<file path="config.mk">
export PLATFORM = sky130hd
export DESIGN_NAME = sd_cmd_engine
export DESIGN_NICKNAME = d
export VERILOG_FILES = /design/src/rtl/sd_cmd_engine.sv
export SDC_FILE = /design/constraint.sdc
export NUM_CORES = 1
export LEC_CHECK = 0
export CORE_UTILIZATION = 65
export CTS_BUF_LIST = sky130_fd_sc_hd__clkbuf_4
export DETAILED_ROUTE_END_ITERATION = 7
export DONT_BUFFER_PORTS = 1
export GPL_TIMING_DRIVEN = 0
export HOLD_SLACK_MARGIN = 0.03
export PLACE_DENSITY = 0.89
export SETUP_SLACK_MARGIN = 0.3
export SYNTH_ARGS = -nofsm -noshare
export SYNTH_HDL_FRONTEND = slang
export SYNTH_SLANG_ARGS = --single-unit
</file>
<file path="constraint.sdc">
create_clock -name clk -period 7.3 [get_ports clk]
set_input_delay 1.46 -clock clk [delete_from_list [all_inputs] [get_ports clk]]
set_output_delay 1.46 -clock clk [all_outputs]
set_load 0.1 [all_outputs]
</file>
<file path="src/rtl/sd_cmd_engine.sv">
// rtl/sd_cmd_engine.sv - SPI-mode SD command engine: CRC7 framed command, R1/R3/R7/R1b/block-read response
module sd_cmd_engine #(
    parameter int RESP_TIMEOUT  = 8,
    parameter int BUSY_TIMEOUT  = 65535,
    parameter int TOKEN_TIMEOUT = 4095,
    parameter int BLOCK_LEN     = 512
) (
    input  logic        clk,
    input  logic        rst,
    input  logic [5:0]  cmd,
    input  logic [31:0] arg,
    input  logic [1:0]  mode,
    input  logic        go,
    output logic        busy,
    output logic        done,
    output logic [7:0]  resp_r1,
    output logic [31:0] resp_ext,
    output logic [2:0]  err,
    output logic [7:0]  data_out,
    output logic        data_valid,
    output logic [15:0] data_crc,
    output logic        spi_go,
    output logic [7:0]  spi_tx_data,
    input  logic [7:0]  spi_rx_data,
    input  logic        spi_done,
    output logic        spi_cs
);

    localparam int MAX_AB  = (RESP_TIMEOUT > BUSY_TIMEOUT) ? RESP_TIMEOUT : BUSY_TIMEOUT;
    localparam int MAX_CD  = (TOKEN_TIMEOUT > BLOCK_LEN) ? TOKEN_TIMEOUT : BLOCK_LEN;
    localparam int MAX_LIM = (MAX_AB > MAX_CD) ? MAX_AB : MAX_CD;
    localparam int CNT_W   = ($clog2(MAX_LIM + 1) > 3) ? $clog2(MAX_LIM + 1) : 3;

    typedef enum logic [3:0] {
        S_IDLE, S_PRE, S_CMD, S_R1POLL, S_EXT, S_BUSYW, S_TOKEN, S_DATA, S_CRC, S_TRAIL
    } state_t;

    state_t             state_q, state_d;
    logic [5:0]         cmd_q, cmd_d;
    logic [31:0]        arg_q, arg_d;
    logic [1:0]         mode_q, mode_d;
    logic [CNT_W-1:0]   cnt_q, cnt_d;
    logic               pend_q, pend_d;
    logic [6:0]         crc7_q, crc7_d;
    logic               busy_q, busy_d;
    logic               done_q, done_d;
    logic [7:0]         resp_r1_q, resp_r1_d;
    logic [31:0]        resp_ext_q, resp_ext_d;
    logic [2:0]         err_q, err_d;
    logic [7:0]         data_out_q, data_out_d;
    logic               data_valid_q, data_valid_d;
    logic [15:0]        data_crc_q, data_crc_d;
    logic               spi_go_q, spi_go_d;
    logic [7:0]         tx_q, tx_d;
    logic               cs_q, cs_d;
    logic [7:0]         cmd_byte;
    logic [CNT_W-1:0]   cnt_inc;

    // Bit-serial CRC7 (x^7 + x^3 + 1), MSB first, folded over one byte per call
    function automatic logic [6:0] crc7_byte(input logic [6:0] c, input logic [7:0] b);
        logic [6:0] r;
        logic       fb;
        r = c;
        for (int i = 7; i >= 0; i--) begin
            fb = b[i] ^ r[6];
            r  = {r[5:0], 1'b0};
            if (fb) r = r ^ 7'h09;
        end
        return r;
    endfunction

    assign cnt_inc = cnt_q + 1'b1;

    always_comb begin
        cmd_byte = 8'hFF;
        case (cnt_q[2:0])
            3'd0:    cmd_byte = {2'b01, cmd_q};
            3'd1:    cmd_byte = arg_q[31:24];
            3'd2:    cmd_byte = arg_q[23:16];
            3'd3:    cmd_byte = arg_q[15:8];
            3'd4:    cmd_byte = arg_q[7:0];
            3'd5:    cmd_byte = {crc7_q, 1'b1};
            default: cmd_byte = 8'hFF;
        endcase
    end

    always_comb begin
        state_d      = state_q;
        cmd_d        = cmd_q;
        arg_d        = arg_q;
        mode_d       = mode_q;
        cnt_d        = cnt_q;
        pend_d       = pend_q;
        crc7_d       = crc7_q;
        busy_d       = busy_q;
        done_d       = 1'b0;
        resp_r1_d    = resp_r1_q;
        resp_ext_d   = resp_ext_q;
        err_d        = err_q;
        data_out_d   = data_out_q;
        data_valid_d = 1'b0;
        data_crc_d   = data_crc_q;
        spi_go_d     = 1'b0;
        tx_d         = tx_q;
        cs_d         = cs_q;

        if (state_q == S_IDLE) begin
            // done_q blocks a go that arrives in the completion cycle
            if (go && !done_q) begin
                cmd_d      = cmd;
                arg_d      = arg;
                mode_d     = mode;
                err_d      = 3'b000;
                resp_r1_d  = 8'hFF;
                resp_ext_d = 32'h0;
                data_crc_d = 16'h0;
                crc7_d     = 7'h00;
                cnt_d      = '0;
                pend_d     = 1'b0;
                busy_d     = 1'b1;
                cs_d       = 1'b0;
                state_d    = S_PRE;
            end
        end else if (!pend_q) begin
            spi_go_d = 1'b1;
            pend_d   = 1'b1;
            tx_d     = (state_q == S_CMD) ? cmd_byte : 8'hFF;
            if (state_q == S_CMD && cnt_q[2:0] < 3'd5) crc7_d = crc7_byte(crc7_q, cmd_byte);
        end else if (spi_done) begin
            pend_d = 1'b0;
            cnt_d  = cnt_inc;
            case (state_q)
                S_PRE: begin
                    cnt_d   = '0;
                    state_d = S_CMD;
                end
                S_CMD: begin
                    if (cnt_q[2:0] == 3'd5) begin
                        cnt_d   = '0;
                        state_d = S_R1POLL;
                    end
                end
                S_R1POLL: begin
                    if (!spi_rx_data[7]) begin
                        resp_r1_d = spi_rx_data;
                        cnt_d     = '0;
                        case (mode_q)
                            2'd0:    state_d = S_TRAIL;
                            2'd1:    state_d = S_EXT;
                            2'd2:    state_d = S_BUSYW;
                            default: state_d = (spi_rx_data == 8'h00) ? S_TOKEN : S_TRAIL;
                        endcase
                    end else if (cnt_inc == CNT_W'(RESP_TIMEOUT)) begin
                        err_d[0]  = 1'b1;
                        resp_r1_d = 8'hFF;
                        state_d   = S_TRAIL;
                    end
                end
                S_EXT: begin
                    resp_ext_d = {resp_ext_q[23:0], spi_rx_data};
                    if (cnt_inc == CNT_W'(4)) state_d = S_TRAIL;
                end
                S_BUSYW: begin
                    if (spi_rx_data != 8'h00) begin
                        state_d = S_TRAIL;
                    end else if (cnt_inc == CNT_W'(BUSY_TIMEOUT)) begin
                        err_d[1] = 1'b1;
                        state_d  = S_TRAIL;
                    end
                end
                S_TOKEN: begin
                    if (spi_rx_data == 8'hFE) begin
                        cnt_d   = '0;
                        state_d = S_DATA;
                    end else if (spi_rx_data != 8'hFF) begin
                        err_d[2]         = 1'b1;
                        resp_ext_d[7:0]  = spi_rx_data;
                        state_d          = S_TRAIL;
                    end else if (cnt_inc == CNT_W'(TOKEN_TIMEOUT)) begin
                        err_d[1] = 1'b1;
                        state_d  = S_TRAIL;
                    end
                end
                S_DATA: begin
                    data_out_d   = spi_rx_data;
                    data_valid_d = 1'b1;
                    if (cnt_inc == CNT_W'(BLOCK_LEN)) begin
                        cnt_d   = '0;
                        state_d = S_CRC;
                    end
                end
                S_CRC: begin
                    data_crc_d = {data_crc_q[7:0], spi_rx_data};
                    if (cnt_inc == CNT_W'(2)) state_d = S_TRAIL;
                end
                S_TRAIL: begin
                    cs_d    = 1'b1;
                    done_d  = 1'b1;
                    busy_d  = 1'b0;
                    state_d = S_IDLE;
                end
                default: state_d = S_IDLE;
            endcase
        end
    end

    always_ff @(posedge clk) begin
        if (!rst) begin
            state_q      <= S_IDLE;
            cmd_q        <= 6'h0;
            arg_q        <= 32'h0;
            mode_q       <= 2'd0;
            cnt_q        <= '0;
            pend_q       <= 1'b0;
            crc7_q       <= 7'h0;
            busy_q       <= 1'b0;
            done_q       <= 1'b0;
            resp_r1_q    <= 8'hFF;
            resp_ext_q   <= 32'h0;
            err_q        <= 3'b000;
            data_out_q   <= 8'h00;
            data_valid_q <= 1'b0;
            data_crc_q   <= 16'h0;
            spi_go_q     <= 1'b0;
            tx_q         <= 8'hFF;
            cs_q         <= 1'b1;
        end else begin
            state_q      <= state_d;
            cmd_q        <= cmd_d;
            arg_q        <= arg_d;
            mode_q       <= mode_d;
            cnt_q        <= cnt_d;
            pend_q       <= pend_d;
            crc7_q       <= crc7_d;
            busy_q       <= busy_d;
            done_q       <= done_d;
            resp_r1_q    <= resp_r1_d;
            resp_ext_q   <= resp_ext_d;
            err_q        <= err_d;
            data_out_q   <= data_out_d;
            data_valid_q <= data_valid_d;
            data_crc_q   <= data_crc_d;
            spi_go_q     <= spi_go_d;
            tx_q         <= tx_d;
            cs_q         <= cs_d;
        end
    end

    assign busy        = busy_q;
    assign done        = done_q;
    assign resp_r1     = resp_r1_q;
    assign resp_ext    = resp_ext_q;
    assign err         = err_q;
    assign data_out    = data_out_q;
    assign data_valid  = data_valid_q;
    assign data_crc    = data_crc_q;
    assign spi_go      = spi_go_q;
    assign spi_tx_data = tx_q;
    assign spi_cs      = cs_q;

endmodule
</file>
==> out/results.tsv, run 1 <==
stage	metric	value	unit
run_status	outcome	finished clean	
power	p_leak	2.692	nW
setup_path	cp_common_cell	clkbuf_1	
yosys	ys_types	64	
global_routing	grt_max_degree	17	
die	start_util	67.45	%
clock_network	cts_resized	0	
placed_design	port_buffers	0	
final_layout	antenna_cells	0	
placed_design	hpwl	14000	um
global_routing	antenna_found_initial	0	
die	dieHeight	105.7	um
setup_path	path_buf_inv	4	
detailed_routing	ant_nets	0	
power	clockPowerShare	17.7	%
clock_network	cts_hold_buf	0	
yosys	synth-seq-cells	148	
timing	rsz0062_at_grt	false	
final_layout	n_fill_cell	808	
yosys	synthTopCellsByArea	dfxtp_1, nand2_1, a21boi_0	
power	p_comb_share	25.6	%
yosys	yosysTopAreaCell	dfxtp_1	
power	p_int	1.380	mW
setup_path	critPathRequiredTime	7.75	ns
yosys	synth_area	6994	um^2
timing	setup_viol	0	
detailed_routing	routedWlPerCell	18.49	um
setup_path	crit_chain	buf_2 -> clkbuf_1 -> clkbuf_1 -> inv_1 -> ha_1 -> and4b_1 -> o311ai_0 -> or4_4 -> o211a_1 -> nor4_4 -> a31oi_1 -> o31a_1	
die	core	10370	um^2
global_routing	grt_first_pass_wirelength	30310	um
yosys	ys_seq_area_share	42.36	%
setup_path	crit_slowest_cell	or4_4	
clock_network	cts_setup_buffers	0	
power	p_switching	1.594	mW
global_routing	grtUsageTotal	34.30	%
timing	finalMaxSlewViolations	0	
detailed_routing	wl	18990	um
global_routing	overflow	0	
yosys	ys_warn_count	0	
clock_network	clockBufferDepth	2	
setup_path	crit_fanout	10	
final_layout	area_growth	6.619	%
timing	maxSlewHeadroom	29.80	%
final_layout	nNetsFinal	940	
timing	skew	0.01979	ns
die	io_pins	132	
yosys	yosysTopAreaCellShare	42.36	%
setup_path	worstSetupEndpointType	register	
global_routing	grt_pass1_vias	6059	
timing	period_needed	3.877	ns
min_path	hold_path_class	reg -> reg	
clock_network	clkTransAtPathRegs	0.15	ns
clock_network	htree_num_levels	4	
detailed_routing	vias	6547	
final_layout	multiInputGateArea	3734	um^2
final_layout	regArea	2963	um^2
yosys	synth_nets	921	
timing	max_freq	257.9	MHz
detailed_routing	drtPass1Iterations	7	
power	total_power	2.974	mW
die	die_w	105.7	um
setup_path	crit_arrival	4.33	ns
power	pwr-share-seq	56.7	%
detailed_routing	drtIter0Drc	709	
yosys	synthFlopType	dfxtp_1	
timing	fin_setup_tns	0	ns
power	switching_share	53.59	%
yosys	synthCells	860	
die	core.rowCount	37	
yosys	syn_avg_cell_area	8.133	um^2
die	dieArea	11180	um^2
final_layout	utilization	71.91	%
clock_network	cts_buffers	17	
setup_path	worstSetupPathType	reg -> reg	
clock_network	numClockSinks	148	
timing	tightest_slew	1.052	ns
timing	finalCritPeriodShare	53.11	%
power	power-per-cell-area	398.9	nW/um^2
job	cap_violations	0	
timing	timing.final.hold_violations	0	
setup_path	cpLargestDelayFamily	simple AND/OR/NAND/NOR gates	
setup_path	startpoint_type	register	
setup_path	slowest_delay	0.55	ns
yosys	synthArstFlopShare	0	%
detailed_routing	drc	0	
final_layout	final_layout_size_suffix_gt1_share	6.734	%
power	peakVddDrop	0.2964	mV
clock_network	cts_tree	done	
yosys	synth_edf_count	0	
clock_network	clockRootBuffer	clkbuf_4	
placed_design	place_congestion	0.9515	
detailed_routing	avgViaCountPerCell	6.375	
clock_network	clk_latency	0.56	ns
-- Yosys cell counts (10+ instances only) --
library cell	n
a21boi_0	57
a21oi_1	48
and2_1	18
clkbuf_1	50
dfxtp_1	148
inv_1	15
mux2i_1	13
nand2_1	166
nand2b_1	10
nand3_1	41
nor2_1	64
nor2b_1	11
nor3_1	13
nor4_1	11
o21ai_0	33
xnor2_1	14
xor2_1	12
-- sequential cells by signal, indices dropped and copies added (netlist names), 2 cells and up --
register	count
arg_q	32
cnt_q	16
err	3
mode_q	2
state_q	4
resp_ext	32
resp_r1	8
spi_tx_data	8
cmd_q	6
crc7_q	7
data_crc	16
data_out	8
-- final cells by class --
type | count | area share [%]
buffer | 61 | 3.238
clock buffer | 17 | 1.711
clock inverter | 14 | 2.215
inverter | 15 | 0.7550
multi-input combinational | 636 | 50.07
sequential | 148 | 39.73
tap | 136 | 2.282
-- power by group through the flow --
stage / clock (mW) / combinational [mW] / sequential [mW]
final: 0.527 / 0.761 / 1.69
after global routing: 0.566 / 0.838 / 1.70
after CTS: 0.529 / 0.743 / 1.68
after detailed placement: 0 / 0.735 / 1.70
after global placement: 0 / 0.706 / 1.70
after floorplan: 0 / 0.565 / 1.66
-- kinds of logic after synthesis --
logic type / count (synthesis) / synth area share [%]
and+or+nand+nor: 381 / 26.55
AOI/OAI and AO/OA: 207 / 20.11
buffers and inverters: 76 / 4.258
muxes: 13 / 1.860
xor gates and xnor gates: 26 / 3.256
adders and majority gates: 9 / 1.610
DFF: 148 / 42.36
-- layer usage --
layer / track usage [%] / up-vias / share of wire, %
met1: 43.41 / 3072 / 40
met5: 0 / - / 0
met2: 56.44 / 375 / 48
met4: 14.88 / 0 / 3.0
met3: 7.174 / 56 / 9.2
li1: - / 3044 / -
-- cells in the final DEF, fill, tap and decap left out, types with 10 or more instances in the layout --
cell type	n
nand3_1	41
a21oi_1	48
clkbuf_1	50
dfxtp_1	148
a21boi_0	57
xnor2_1	14
clkbuf_4	17
xor2_1	12
nand2_1	166
inv_1	15
nand2b_1	10
nor2b_1	11
o21ai_0	33
nor2_1	64
and2_1	18
nor3_1	13
mux2i_1	13
nor4_1	11
-- tightest hold or removal path: stages (launching register included) --
cell and delay, ns:
dfxtp_1 0.34, nand2_1 0.05, a21boi_0 0.06
-- worst paths after layout --
| path | from | end | slack (ns) | depth (start not counted) |
|---|---|---|---|---|
| worst min-delay path | cmd_q[2]$_SDFFE_PN0P_ | cmd_q[2]$_SDFFE_PN0P_ | 0.48 | 2 |
| worst max-delay path | cnt_q[2]$_SDFFE_PN0P_ | state_q[0]$_SDFFE_PN0P_ | 3.42 | 12 |
| worst max register to register | cnt_q[2]$_SDFFE_PN0P_ | state_q[0]$_SDFFE_PN0P_ | 3.42 | 12 |
| worst min register to register | cmd_q[2]$_SDFFE_PN0P_ | cmd_q[2]$_SDFFE_PN0P_ | 0.48 | 2 |
-- metrics by stage --
step                      area, um^2  hold slack (ns)  instances  setup WS, ns
after CTS                       7457           0.4799       1027         3.483
after detailed placement        7164           0.4604        996         3.135
final                           7457           0.4800       1027         3.423
after global routing            7457           0.5036       1027         3.087
after global placement          7164           0.4533        996         3.191
after floorplan                 6994           0.4392        860         3.770
Power figures use the tool's default switching activity.
==> inputs of run 2 (changes only) <==
==> constraint.sdc (replaced) <==
create_clock -name clk -period 3.6 [get_ports clk]
set_input_delay 0.72 -clock clk [delete_from_list [all_inputs] [get_ports clk]]
set_output_delay 0.72 -clock clk [all_outputs]
set_load 0.1 [all_outputs]
==> run 2 against run 1 <==
Flip-flop and latch count stayed put. Critical path depth shrank 3. Die area stayed put. Sequential share of layout area is 0.65 points lower. Clock skew grew 0.0037 ns. Clock power up 97%.
==> out/results.tsv, run 2 (same netlist as run 1, synthesis figures left out) <==
stage	metric	value	unit
run_status	outcome	finished clean	
setup_path	crit_arrival	3.63	ns
placed_design	port_buffers	0	
final_layout	final_layout_size_suffix_gt1_share	8.399	%
final_layout	final_cell_area	7594	um^2
setup_path	cpLargestDelayFamily	compound AO/OA/AOI/OAI gates	
min_path	hp-start	spi_rx_data[1]	
placed_design	dp_worst_setup_slack	-0.06136	ns
global_routing	antenna_found_initial	0	
global_routing	grt_max_degree	17	
die	core	10370	um^2
final_layout	area_growth	8.569	%
die	io_pins	132	
timing	layout_setup_ws	0.4528	ns
setup_path	r2r_start	cnt_q[1]$_SDFFE_PN0P_	
clock_network	clk_latency	0.58	ns
global_routing	grtUsageTotal	33.57	%
clock_network	cts_tree	done	
timing	fin_setup_tns	0	ns
clock_network	cts_buffers	17	
setup_path	r2r_cells	9	
final_layout	antenna_cells	0	
power	peakVddDrop	0.6829	mV
detailed_routing	routedWlPerCell	18.15	um
timing	period_needed	3.147	ns
setup_path	worstSetupEndpointType	register	
final_layout	n_fill_cell	787	
placed_design	hpwl	13740	um
detailed_routing	avgViaCountPerCell	6.272	
timing	finalCritPeriodShare	87.42	%
min_path	hold_path_class	in -> reg	
final_layout	nNetsFinal	941	
setup_path	reg2reg_slack	0.45	ns
setup_path	r2r-end	cnt_q[3]$_SDFFE_PN0P_	
setup_path	critPathRequiredTime	4.08	ns
die	die_w	105.7	um
setup_path	crit_fanout	10	
die	core.rowCount	37	
clock_network	numClockSinks	148	
timing	skew	0.02354	ns
setup_path	path_buf_inv	0	
setup_path	path_depth	9	
global_routing	grt_pass1_vias	5929	
final_layout	layout_common_cells	nand2_1, dfxtp_1, nor2_1	
power	power-per-cell-area	795.2	nW/um^2
setup_path	crit_path_end	cnt_q[3]$_SDFFE_PN0P_	
clock_network	clockBufferDepth	2	
timing	timing.final.hold_violations	0	
power	p_leak	2.720	nW
detailed_routing	ant_nets	0	
final_layout	utilization	73.23	%
detailed_routing	drtPass1Iterations	7	
timing	tightest_slew	1.096	ns
clock_network	htree_num_levels	4	
global_routing	grt_first_pass_wirelength	29460	um
setup_path	crit_slowest_cell	or4_1	
setup_path	startpoint_type	register	
timing	max_freq	317.7	MHz
power	total_power	6.039	mW
setup_path	crit_chain	ha_4 -> nand3_4 -> or4_1 -> a211oi_1 -> nand4b_1 -> o21a_1 -> o31ai_2 -> o21ai_0 -> and2_1	
setup_path	slowest_delay	0.56	ns
clock_network	clkTransAtPathRegs	0.12	ns
detailed_routing	vias	6454	
setup_path	worstSetupPathType	reg -> reg	
detailed_routing	drtIter0Drc	754	
placed_design	placed_area	7166	um^2
timing	rsz0062_at_grt	false	
global_routing	overflow	0	
timing	finalMaxSlewViolations	0	
detailed_routing	wl	18680	um
die	dieArea	11180	um^2
clock_network	clockRootBuffer	clkbuf_4	
timing	setup_viol	0	
die	start_util	67.45	%
setup_path	critPathLaunch	cnt_q[1]$_SDFFE_PN0P_	
placed_design	place_congestion	0.9839	
final_layout	final_common_cell	nand2_1	
timing	maxSlewHeadroom	26.85	%
job	cap_violations	0	
detailed_routing	drc	0	
die	dieHeight	105.7	um
## run 2: cell type report
cell class                      count  area (um^2)  share of cell area [%]
Buffer                             60        264.0                   3.477
Inverter                           15        56.30                  0.7415
Clock inverter                     12        131.4                   1.730
Clock buffer                       20        150.1                   1.977
Timing Repair Buffer                2        15.01                  0.1977
Multi-Input combinational cell    636         3839                   50.55
Tap cell                          136        170.2                   2.241
Sequential cell                   148         2968                   39.08
## run 2: worst min-delay path by stage
stage          slack (ns)                      end  cells past startpoint
2_1_floorplan        0.44    arg_q[4]$_SDFFE_PN0P_                      2
3_3_place_gp         0.45    arg_q[4]$_SDFFE_PN0P_                      2
3_5_place_dp         0.46    arg_q[0]$_SDFFE_PN0P_                      2
4_1_cts              0.24  resp_r1[1]$_SDFFE_PN1P_                      1
5_1_grt              0.23  resp_r1[6]$_SDFFE_PN1P_                      1
6_report             0.27  resp_r1[1]$_SDFFE_PN1P_                      1
## run 2: repair_timing
item / in CTS / in global routing
hold buffers: 0 / 0
endpoints found under the setup margin: 42 / 42
pin swaps: 1 / 3
gates resized for setup: 10 / 19
buffers inserted: 2 / 0
## run 2: metrics by stage
step	instances	hold slack, ns
CTS	1030	0.2407
finish	1029	0.2684
detailed placement	996	0.4596
floorplan	860	0.4392
global placement	996	0.4518
global route	1029	0.2343
## run 2: power by group
group | switching, mW | total (mW) | internal [mW] | leakage (nW)
clock | 0.600 | 1.04 | 0.435 | 0.147
sequential | 1.50 | 3.42 | 1.92 | 1.21
combinational | 1.06 | 1.58 | 0.521 | 1.36
## run 2: per-layer routing
layer  routed length [um]  track usage (%)
met3                 1800            9.833
met1                 7349            40.42
met2                 8994            54.95
met5                    0                0
met4                  533            15.87
